**config.mk**
```make
export PLATFORM = sky130hd
export DESIGN_NAME = axi4l_initiator_flat
export DESIGN_NICKNAME = d
export VERILOG_FILES = /design/src/rtl/axi4l_initiator_if.sv /design/src/rtl/axi4l_initiator.sv /design/src/flat_wrapper.sv
export SDC_FILE = /design/constraint.sdc
export NUM_CORES = 1
export LEC_CHECK = 0
export ABC_CLOCK_PERIOD_IN_PS = 5500
export BUFFER_PORTS_ARGS = -buffer_cell sky130_fd_sc_hd__buf_2
export CORE_MARGIN = 3
export CORE_UTILIZATION = 46
export DETAILED_ROUTE_END_ITERATION = 8
export HOLD_SLACK_MARGIN = 0.06
export PLACE_DENSITY = 0.8
export SLEW_MARGIN = 20
export SYNTH_ARGS = -nofsm -noshare
export SYNTH_HDL_FRONTEND = slang
export SYNTH_SLANG_ARGS = --single-unit
```
**constraint.sdc**
```tcl
create_clock -name aclk -period 5.5 [get_ports aclk]
set_input_delay 0.55 -clock aclk [delete_from_list [all_inputs] [get_ports aclk]]
set_output_delay 0.55 -clock aclk [all_outputs]
set_load 0.05 [all_outputs]
```
**src/rtl/axi4l_initiator_if.sv**
```systemverilog
// AXI4-Lite channel bundle shared between a manager and its interconnect/slave.
interface axi4l_if #(
    parameter int AW = 32,
    parameter int DW = 32
);
    logic [AW-1:0]   awaddr;
    logic [2:0]      awprot;
    logic            awvalid;
    logic            awready;
    logic [DW-1:0]   wdata;
    logic [DW/8-1:0] wstrb;
    logic            wvalid;
    logic            wready;
    logic [1:0]      bresp;
    logic            bvalid;
    logic            bready;
    logic [AW-1:0]   araddr;
    logic [2:0]      arprot;
    logic            arvalid;
    logic            arready;
    logic [DW-1:0]   rdata;
    logic [1:0]      rresp;
    logic            rvalid;
    logic            rready;

    modport master (
        output awaddr, awprot, awvalid, input awready,
        output wdata, wstrb, wvalid, input wready,
        input bresp, bvalid, output bready,
        output araddr, arprot, arvalid, input arready,
        input rdata, rresp, rvalid, output rready
    );

    modport slave (
        input awaddr, awprot, awvalid, output awready,
        input wdata, wstrb, wvalid, output wready,
        output bresp, bvalid, input bready,
        input araddr, arprot, arvalid, output arready,
        output rdata, rresp, rvalid, input rready
    );
endinterface

```
**src/rtl/axi4l_initiator.sv**
```systemverilog
// Single-outstanding req/gnt/rvalid core port to AXI4-Lite manager bridge.
// Define AXI4L_INITIATOR_TIMEOUT_EN to add the response watchdog and DRAIN state.
module axi4l_initiator #(
    parameter int AW      = 32,
    parameter int DW      = 32,
    parameter int TIMEOUT = 255
) (
    input  logic            aclk,
    input  logic            areset,
    input  logic            req_i,
    output logic            gnt_o,
    input  logic            we_i,
    input  logic [DW/8-1:0] be_i,
    input  logic [AW-1:0]   addr_i,
    input  logic [DW-1:0]   wdata_i,
    output logic            rvalid_o,
    output logic [DW-1:0]   rdata_o,
    output logic            err_o,
    axi4l_if.master         axi
);

`ifdef AXI4L_INITIATOR_TIMEOUT_EN
    typedef enum logic [1:0] {IDLE, WRITE, READ, DRAIN} state_t;
    localparam int CW = (TIMEOUT > 1) ? $clog2(TIMEOUT) : 1;
    logic [CW-1:0] cnt_q, cnt_d;
    logic          dir_q, dir_d;
`else
    typedef enum logic [1:0] {IDLE, WRITE, READ} state_t;
`endif

    state_t          state_q, state_d;
    logic            awvalid_q, awvalid_d;
    logic            wvalid_q, wvalid_d;
    logic            arvalid_q, arvalid_d;
    logic [AW-1:0]   awaddr_q, awaddr_d;
    logic [DW-1:0]   wdata_q, wdata_d;
    logic [DW/8-1:0] wstrb_q, wstrb_d;
    logic [AW-1:0]   araddr_q, araddr_d;
    logic            rvalid_q, rvalid_d;
    logic [DW-1:0]   rdata_q, rdata_d;
    logic            err_q, err_d;
    logic            bready_c, rready_c;

    always_comb begin
        state_d   = state_q;
        awvalid_d = awvalid_q;
        wvalid_d  = wvalid_q;
        arvalid_d = arvalid_q;
        awaddr_d  = awaddr_q;
        wdata_d   = wdata_q;
        wstrb_d   = wstrb_q;
        araddr_d  = araddr_q;
        rvalid_d  = 1'b0;
        rdata_d   = '0;
        err_d     = 1'b0;
        gnt_o     = 1'b0;
        bready_c  = 1'b0;
        rready_c  = 1'b0;
`ifdef AXI4L_INITIATOR_TIMEOUT_EN
        cnt_d     = cnt_q;
        dir_d     = dir_q;
`endif

        // Address/data valids drop only on their own handshake, in any state.
        if (awvalid_q && axi.awready) awvalid_d = 1'b0;
        if (wvalid_q && axi.wready)   wvalid_d  = 1'b0;
        if (arvalid_q && axi.arready) arvalid_d = 1'b0;

        case (state_q)
            IDLE: begin
                gnt_o = req_i;
                if (req_i) begin
`ifdef AXI4L_INITIATOR_TIMEOUT_EN
                    cnt_d = '0;
                    dir_d = we_i;
`endif
                    if (we_i) begin
                        awaddr_d  = addr_i;
                        wdata_d   = wdata_i;
                        wstrb_d   = be_i;
                        awvalid_d = 1'b1;
                        wvalid_d  = 1'b1;
                        state_d   = WRITE;
                    end else begin
                        araddr_d  = addr_i;
                        arvalid_d = 1'b1;
                        state_d   = READ;
                    end
                end
            end
            WRITE: begin
                bready_c = 1'b1;
                if (axi.bvalid) begin
                    rvalid_d  = 1'b1;
                    err_d     = (axi.bresp != 2'b00);
                    awvalid_d = 1'b0;
                    wvalid_d  = 1'b0;
                    state_d   = IDLE;
                end
`ifdef AXI4L_INITIATOR_TIMEOUT_EN
                else if (cnt_q == CW'(TIMEOUT - 1)) begin
                    rvalid_d = 1'b1;
                    err_d    = 1'b1;
                    state_d  = DRAIN;
                end else begin
                    cnt_d = cnt_q + CW'(1);
                end
`endif
            end
            READ: begin
                rready_c = 1'b1;
                if (axi.rvalid) begin
                    rvalid_d  = 1'b1;
                    rdata_d   = axi.rdata;
                    err_d     = (axi.rresp != 2'b00);
                    arvalid_d = 1'b0;
                    state_d   = IDLE;
                end
`ifdef AXI4L_INITIATOR_TIMEOUT_EN
                else if (cnt_q == CW'(TIMEOUT - 1)) begin
                    rvalid_d = 1'b1;
                    err_d    = 1'b1;
                    state_d  = DRAIN;
                end else begin
                    cnt_d = cnt_q + CW'(1);
                end
`endif
            end
`ifdef AXI4L_INITIATOR_TIMEOUT_EN
            DRAIN: begin
                // Swallow the late response of the abandoned transaction.
                bready_c = 1'b1;
                rready_c = 1'b1;
                if (dir_q ? axi.bvalid : axi.rvalid) begin
                    awvalid_d = 1'b0;
                    wvalid_d  = 1'b0;
                    arvalid_d = 1'b0;
                    state_d   = IDLE;
                end
            end
`endif
            default: state_d = IDLE;
        endcase
    end

    always_ff @(posedge aclk or posedge areset) begin
        if (areset) begin
            state_q   <= IDLE;
            awvalid_q <= 1'b0;
            wvalid_q  <= 1'b0;
            arvalid_q <= 1'b0;
            awaddr_q  <= '0;
            wdata_q   <= '0;
            wstrb_q   <= '0;
            araddr_q  <= '0;
            rvalid_q  <= 1'b0;
            rdata_q   <= '0;
            err_q     <= 1'b0;
`ifdef AXI4L_INITIATOR_TIMEOUT_EN
            cnt_q     <= '0;
            dir_q     <= 1'b0;
`endif
        end else begin
            state_q   <= state_d;
            awvalid_q <= awvalid_d;
            wvalid_q  <= wvalid_d;
            arvalid_q <= arvalid_d;
            awaddr_q  <= awaddr_d;
            wdata_q   <= wdata_d;
            wstrb_q   <= wstrb_d;
            araddr_q  <= araddr_d;
            rvalid_q  <= rvalid_d;
            rdata_q   <= rdata_d;
            err_q     <= err_d;
`ifdef AXI4L_INITIATOR_TIMEOUT_EN
            cnt_q     <= cnt_d;
            dir_q     <= dir_d;
`endif
        end
    end

    assign axi.awaddr  = awaddr_q;
    assign axi.awprot  = 3'b000;
    assign axi.awvalid = awvalid_q;
    assign axi.wdata   = wdata_q;
    assign axi.wstrb   = wstrb_q;
    assign axi.wvalid  = wvalid_q;
    assign axi.bready  = bready_c;
    assign axi.araddr  = araddr_q;
    assign axi.arprot  = 3'b000;
    assign axi.arvalid = arvalid_q;
    assign axi.rready  = rready_c;

    assign rvalid_o = rvalid_q;
    assign rdata_o  = rdata_q;
    assign err_o    = err_q;

endmodule

```
**src/flat_wrapper.sv**
```systemverilog
// flat-port wrapper written by rule: the top's interface ports become plain ports
module axi4l_initiator_flat 
#(
    parameter int AW      = 32,
    parameter int DW      = 32,
    parameter int TIMEOUT = 255
)
  (aclk, areset, req_i, gnt_o, we_i, be_i, addr_i, wdata_i, rvalid_o, rdata_o, err_o, axi_awaddr, axi_awprot, axi_awvalid, axi_awready, axi_wdata, axi_wstrb, axi_wvalid, axi_wready, axi_bresp, axi_bvalid, axi_bready, axi_araddr, axi_arprot, axi_arvalid, axi_arready, axi_rdata, axi_rresp, axi_rvalid, axi_rready);
  axi4l_if #(.AW(AW), .DW(DW)) axi_i ();
  input  logic aclk;
  input  logic areset;
  input  logic req_i;
  output logic gnt_o;
  input  logic we_i;
  input  logic [DW/8-1:0] be_i;
  input  logic [AW-1:0] addr_i;
  input  logic [DW-1:0] wdata_i;
  output logic rvalid_o;
  output logic [DW-1:0] rdata_o;
  output logic err_o;
  output wire logic [$bits(axi_i.awaddr)-1:0] axi_awaddr;
  output wire logic [$bits(axi_i.awprot)-1:0] axi_awprot;
  output wire logic [$bits(axi_i.awvalid)-1:0] axi_awvalid;
  input wire logic [$bits(axi_i.awready)-1:0] axi_awready;
  output wire logic [$bits(axi_i.wdata)-1:0] axi_wdata;
  output wire logic [$bits(axi_i.wstrb)-1:0] axi_wstrb;
  output wire logic [$bits(axi_i.wvalid)-1:0] axi_wvalid;
  input wire logic [$bits(axi_i.wready)-1:0] axi_wready;
  input wire logic [$bits(axi_i.bresp)-1:0] axi_bresp;
  input wire logic [$bits(axi_i.bvalid)-1:0] axi_bvalid;
  output wire logic [$bits(axi_i.bready)-1:0] axi_bready;
  output wire logic [$bits(axi_i.araddr)-1:0] axi_araddr;
  output wire logic [$bits(axi_i.arprot)-1:0] axi_arprot;
  output wire logic [$bits(axi_i.arvalid)-1:0] axi_arvalid;
  input wire logic [$bits(axi_i.arready)-1:0] axi_arready;
  input wire logic [$bits(axi_i.rdata)-1:0] axi_rdata;
  input wire logic [$bits(axi_i.rresp)-1:0] axi_rresp;
  input wire logic [$bits(axi_i.rvalid)-1:0] axi_rvalid;
  output wire logic [$bits(axi_i.rready)-1:0] axi_rready;
  assign axi_awaddr = axi_i.awaddr;
  assign axi_awprot = axi_i.awprot;
  assign axi_awvalid = axi_i.awvalid;
  assign axi_i.awready = axi_awready;
  assign axi_wdata = axi_i.wdata;
  assign axi_wstrb = axi_i.wstrb;
  assign axi_wvalid = axi_i.wvalid;
  assign axi_i.wready = axi_wready;
  assign axi_i.bresp = axi_bresp;
  assign axi_i.bvalid = axi_bvalid;
  assign axi_bready = axi_i.bready;
  assign axi_araddr = axi_i.araddr;
  assign axi_arprot = axi_i.arprot;
  assign axi_arvalid = axi_i.arvalid;
  assign axi_i.arready = axi_arready;
  assign axi_i.rdata = axi_rdata;
  assign axi_i.rresp = axi_rresp;
  assign axi_i.rvalid = axi_rvalid;
  assign axi_rready = axi_i.rready;
  axi4l_initiator #(.AW(AW), .DW(DW), .TIMEOUT(TIMEOUT)) u_core (.aclk(aclk), .areset(areset), .req_i(req_i), .gnt_o(gnt_o), .we_i(we_i), .be_i(be_i), .addr_i(addr_i), .wdata_i(wdata_i), .rvalid_o(rvalid_o), .rdata_o(rdata_o), .err_o(err_o), .axi(axi_i));
endmodule
```
After elaboration in Yosys (flattened, before gate mapping)
Cells that the tools add are included.

Add/subtract/negate cells: 0. $mul: 0. Divide/modulo/power cells: 0. $lt $le $gt $ge: 0. Eq/ne operators: 5. Shift-type cells: 0. Muxes and demuxes: 31. Bitwise logic cells: 1. Reductions and logical operators: 9.

Operators with widths (number): two-way mux 32 bit (2); two-way mux 1 bit (19); case mux 1 bit (2 select lines) (5); AND reduction 3 bit (3); two-way mux 2 bit (4); inequality test 2 bit (second input constant) (3); case mux 2 bit (3 select lines) (1); nonzero test 2 bit (2); logical AND 1 bit (3); == test 2 x 1 -> 1 bit (second input constant) (1); == test 2 bit (second input constant) (1); logical NOT 2 bit (1); inverter 1 bit (1).

Flip-flop bits (word level): 139. Bits in latches: 0. RAM bits: 0. ROM bits: 0. Bits of input ports: 113. Output and inout bits: 146. Word-level logic and storage cells: 57. Memories: 0.

Longest topological paths before layout
Depth after elaboration: 5. Mapped depth: 7. Mapped depth without buffers: 5.

Worst setup path after synthesis
OpenSTA, ideal clock, no wires.

Path kind: register -> register. From: register u_core.state_q[0]. To: register u_core.araddr_q[10], in the netlist u_core.axi.araddr[10]. Setup time: 0.125 ns. Data arrival time: 1.583 ns. Required time: 5.375 ns. Slack: 3.792 ns. Stages on the path, launching flop included: 8. Path buffers: 2. Clock period less this slack: 1.708 ns. Cell sequence: dfrtp_1 inv_1 ha_1 and2_4 nand2b_1 buf_6 buf_6 mux2_4.

Cells in the longest elaborated chain, start to end: 2.

RTL lines: from (decl) (RTL line axi4l_initiator.sv:31) `state_t state_q, state_d;`; from (signal assigned) (RTL line axi4l_initiator.sv:164) `state_q <= state_d;`; logical NOT 2 bit (RTL line axi4l_initiator.sv:69) `case (state_q)`; AND reduction 3 bit (no line); to (signal assigned) (RTL line axi4l_initiator.sv:171) `araddr_q <= araddr_d;`; to (decl) (RTL line axi4l_initiator.sv:38) `logic [AW-1:0] araddr_q, araddr_d;`.

Every way passes these cells. A chain may end at the register's enable or synchronous reset.

Worst setup path after layout
From: register u_core.state_q[0]. To: output port axi_rready.

Cells in the longest elaborated chain, start to end: 2.

RTL lines: == test 2 bit (RTL line axi4l_initiator.sv:69); two-way mux 1 bit (RTL line axi4l_initiator.sv:69); to (decl) (RTL line flat_wrapper.sv:39) `output wire logic [$bits(axi_i.rready)-1:0] axi_rready;`.

Every way passes these cells.

==> reports/results.tsv <==
metric	value	unit
total clock sinks	139	
critical path startpoint category	flop	
clk buf depth	2	
Critical R2R Launch	u_core.state_q[1]	
total number of vias	3529	
GRT Total Usage	0.194	
max-cap viol count	0	
die area	0.0129	mm2
Post-CTS Setup Inserts	0	
sequential fraction of the synthesis area	0.654	
Die Span Y	114	um
commonest non-fill, non-tap cell in the layout	buf_2	
post-DR vias/cell	4.80	
CTS clk-pin slew, worst paths	60	ps
Synth area leaders	dfrtp_1 65%, mux2_2 15%, mux2_4 8.2%, and3_1 3.8%, clkbuf_8 1.3%	
Cells after Synth	327	
Crit. Startpoint	u_core.state_q[0]	
number of antenna diodes	0	
P&R area growth vs syn	35.6	%
Resize count post-CTS	0	
grt total ovfl	0	
# DRC	0	
DR top layer	met4	
Worst Setup End Kind	output port	
CTS buffer count	17	
Hold WC Path Type	input port to asynchronous set/reset pin	
required time of the critical path	4950	ps
Detail Placement HPWL	8970	um
Finished Layout Cells	735	
post-synthesis mux area share	0.236	
Clock Skew	9.70	ps
root buf cell	clkbuf_16	
Max FO, Critical Path	35	
placed cell count	704	
combinational family with the most area after synthesis	multiplexers	
Setup CP Type	flop to output port	
outcome	finished, final reports clean	
WL/cell	16.6	um
initial core utilization	0.480	
first-pass GRT wire length	19500	um
Synth Area in Compound Gates	0.00729	
RSZ-0062 raised after global routing	false	
Layout Nets	699	
Synth cell types	24	
WP data arrival	2060	ps
Port Buffer Count	252	
Ys Warns	0	
Fmax achieved	383	MHz
Max-slew headroom	0.409	
cell area after synthesis	0.00532	mm2
initial antenna violation count	0	
post-synthesis adder-cell area fraction	0.00706	
final hold vios	0	
hold buffers post-CTS	0	
most frequent cells in the layout	252 x buf_2, 139 x dfrtp_1, 71 x mux2_2	
Setup WS post-layout	2890	ps
syn avg cell area	16.3	um2
post-synthesis xor/xnor area fraction	0	
Post-Place Worst Slack	2930	ps
Post-Synth Simple-Gate Area	0.0527	
number of synthesized register bits	139	
Routed Antenna Nets	0	
final setup vio count	0	
share of the synthesized area in the top cell type	0.654	
clk_lat worst skew	410	ps
leading area contributor after synthesis	dfrtp_1	
setup_tns	0	ps
RD Place Congestion	0.775	
Metal-1 WL	4590	um
drt initial violations	192	
Final Slew Violations	0	
DRT Wirelength	12200	um
Least-Margin Pin Slew	887	ps
TritonCTS clock tree	yes	
Core Footprint	0.0111	mm2
minimum clock period	2610	ps
final worst-path cycle share	0.475	
met2 routed WL	6350	um
io pins	259	
share of layout cells above drive strength 1	0.654	
largest net degree at the start of global routing	80	
Max H-tree Level	4	
vias in the first global route	3902	
Die Span X	114	um
site row count	38	
met3 WL	1050	um
First-pass DRT Iterations	4	
## flip-flops by register name (all words and copies together), names as in the netlist
register	count
u_core.axi.araddr	32
u_core.axi.arvalid	1
u_core.axi.awaddr	32
u_core.axi.awvalid	1
u_core.axi.wdata	32
u_core.axi.wstrb	4
u_core.axi.wvalid	1
u_core.err_o	1
u_core.rdata_o	32
u_core.rvalid_o	1
u_core.state_q	2
## worst max-delay path, stage by stage, from the launching register on
cell and delay (ps):
dfrtp_1 380, inv_1 110, ha_1 750, buf_2 400
## routing by layer
metal | track usage | up-vias
met3 | 0.0711 | 25
li1 | - | 1630
met2 | 0.335 | 150
met1 | 0.218 | 1724
met5 | 0 | -
met4 | 0.0761 | 0
## path summary, 6_finish.rpt
path                                         end  slack, ps  cells after the start
setup reg to reg             u_core.axi.wdata[5]       2970                      6
hold reg to reg            u_core.axi.araddr[19]        500                      1
setup / recovery                      axi_rready       2890                      3
max in group asynchronous  u_core.axi.awaddr[23]       3990                      3
hold / removal             u_core.axi.araddr[19]        250                      2
min in group aclk            u_core.axi.wdata[0]        370                      2
## logic make-up after synthesis
family | count (synthesis)
other | 1
multiplexers | 102
AO/OA/AOI/OAI | 6
AND/OR/NAND/NOR | 47
adder cells (fa/ha/maj) | 3
buffers and inverters | 29
flip-flops | 139
## final cells by class
cell class	count	area, um2
inverter	6	27.5
clock buffer	19	443
tap	140	175
timing repair buffer	255	1280
clock inverter	12	171
multi-input combinational	164	1640
sequential	139	3480
fill	817	3860
## metrics by stage
| stage | hold slack, ps | area (um2) | util |
|---|---|---|---|
| after floorplan | 533 | 5340 | - |
| after global placement | 483 | 6600 | 0.596 |
| after detailed placement | 488 | 6600 | 0.596 |
| after CTS | 274 | 7220 | 0.651 |
| after global routing | 292 | 7220 | 0.651 |
| final | 247 | 7220 | 0.651 |
## synthesized netlist by cell type
cell type / number
and2_1: 1
clkbuf_8: 5
a21boi_0: 1
mux2_4: 29
nor2_1: 4
nand2_1: 3
o22ai_1: 1
ha_1: 3
and3_1: 32
dfrtp_1: 139
mux2i_1: 2
o21ai_0: 2
mux2_2: 71
nand2_2: 1
and2_4: 1
conb_1: 1
buf_6: 6
or2b_1: 1
buf_4: 6
a21oi_1: 1
nand2b_1: 4
a222oi_1: 1
clkbuf_1: 6
inv_1: 6
Power is not shown: default switching activity piles up to over one toggle a cycle in this logic, so the estimate is an artifact.
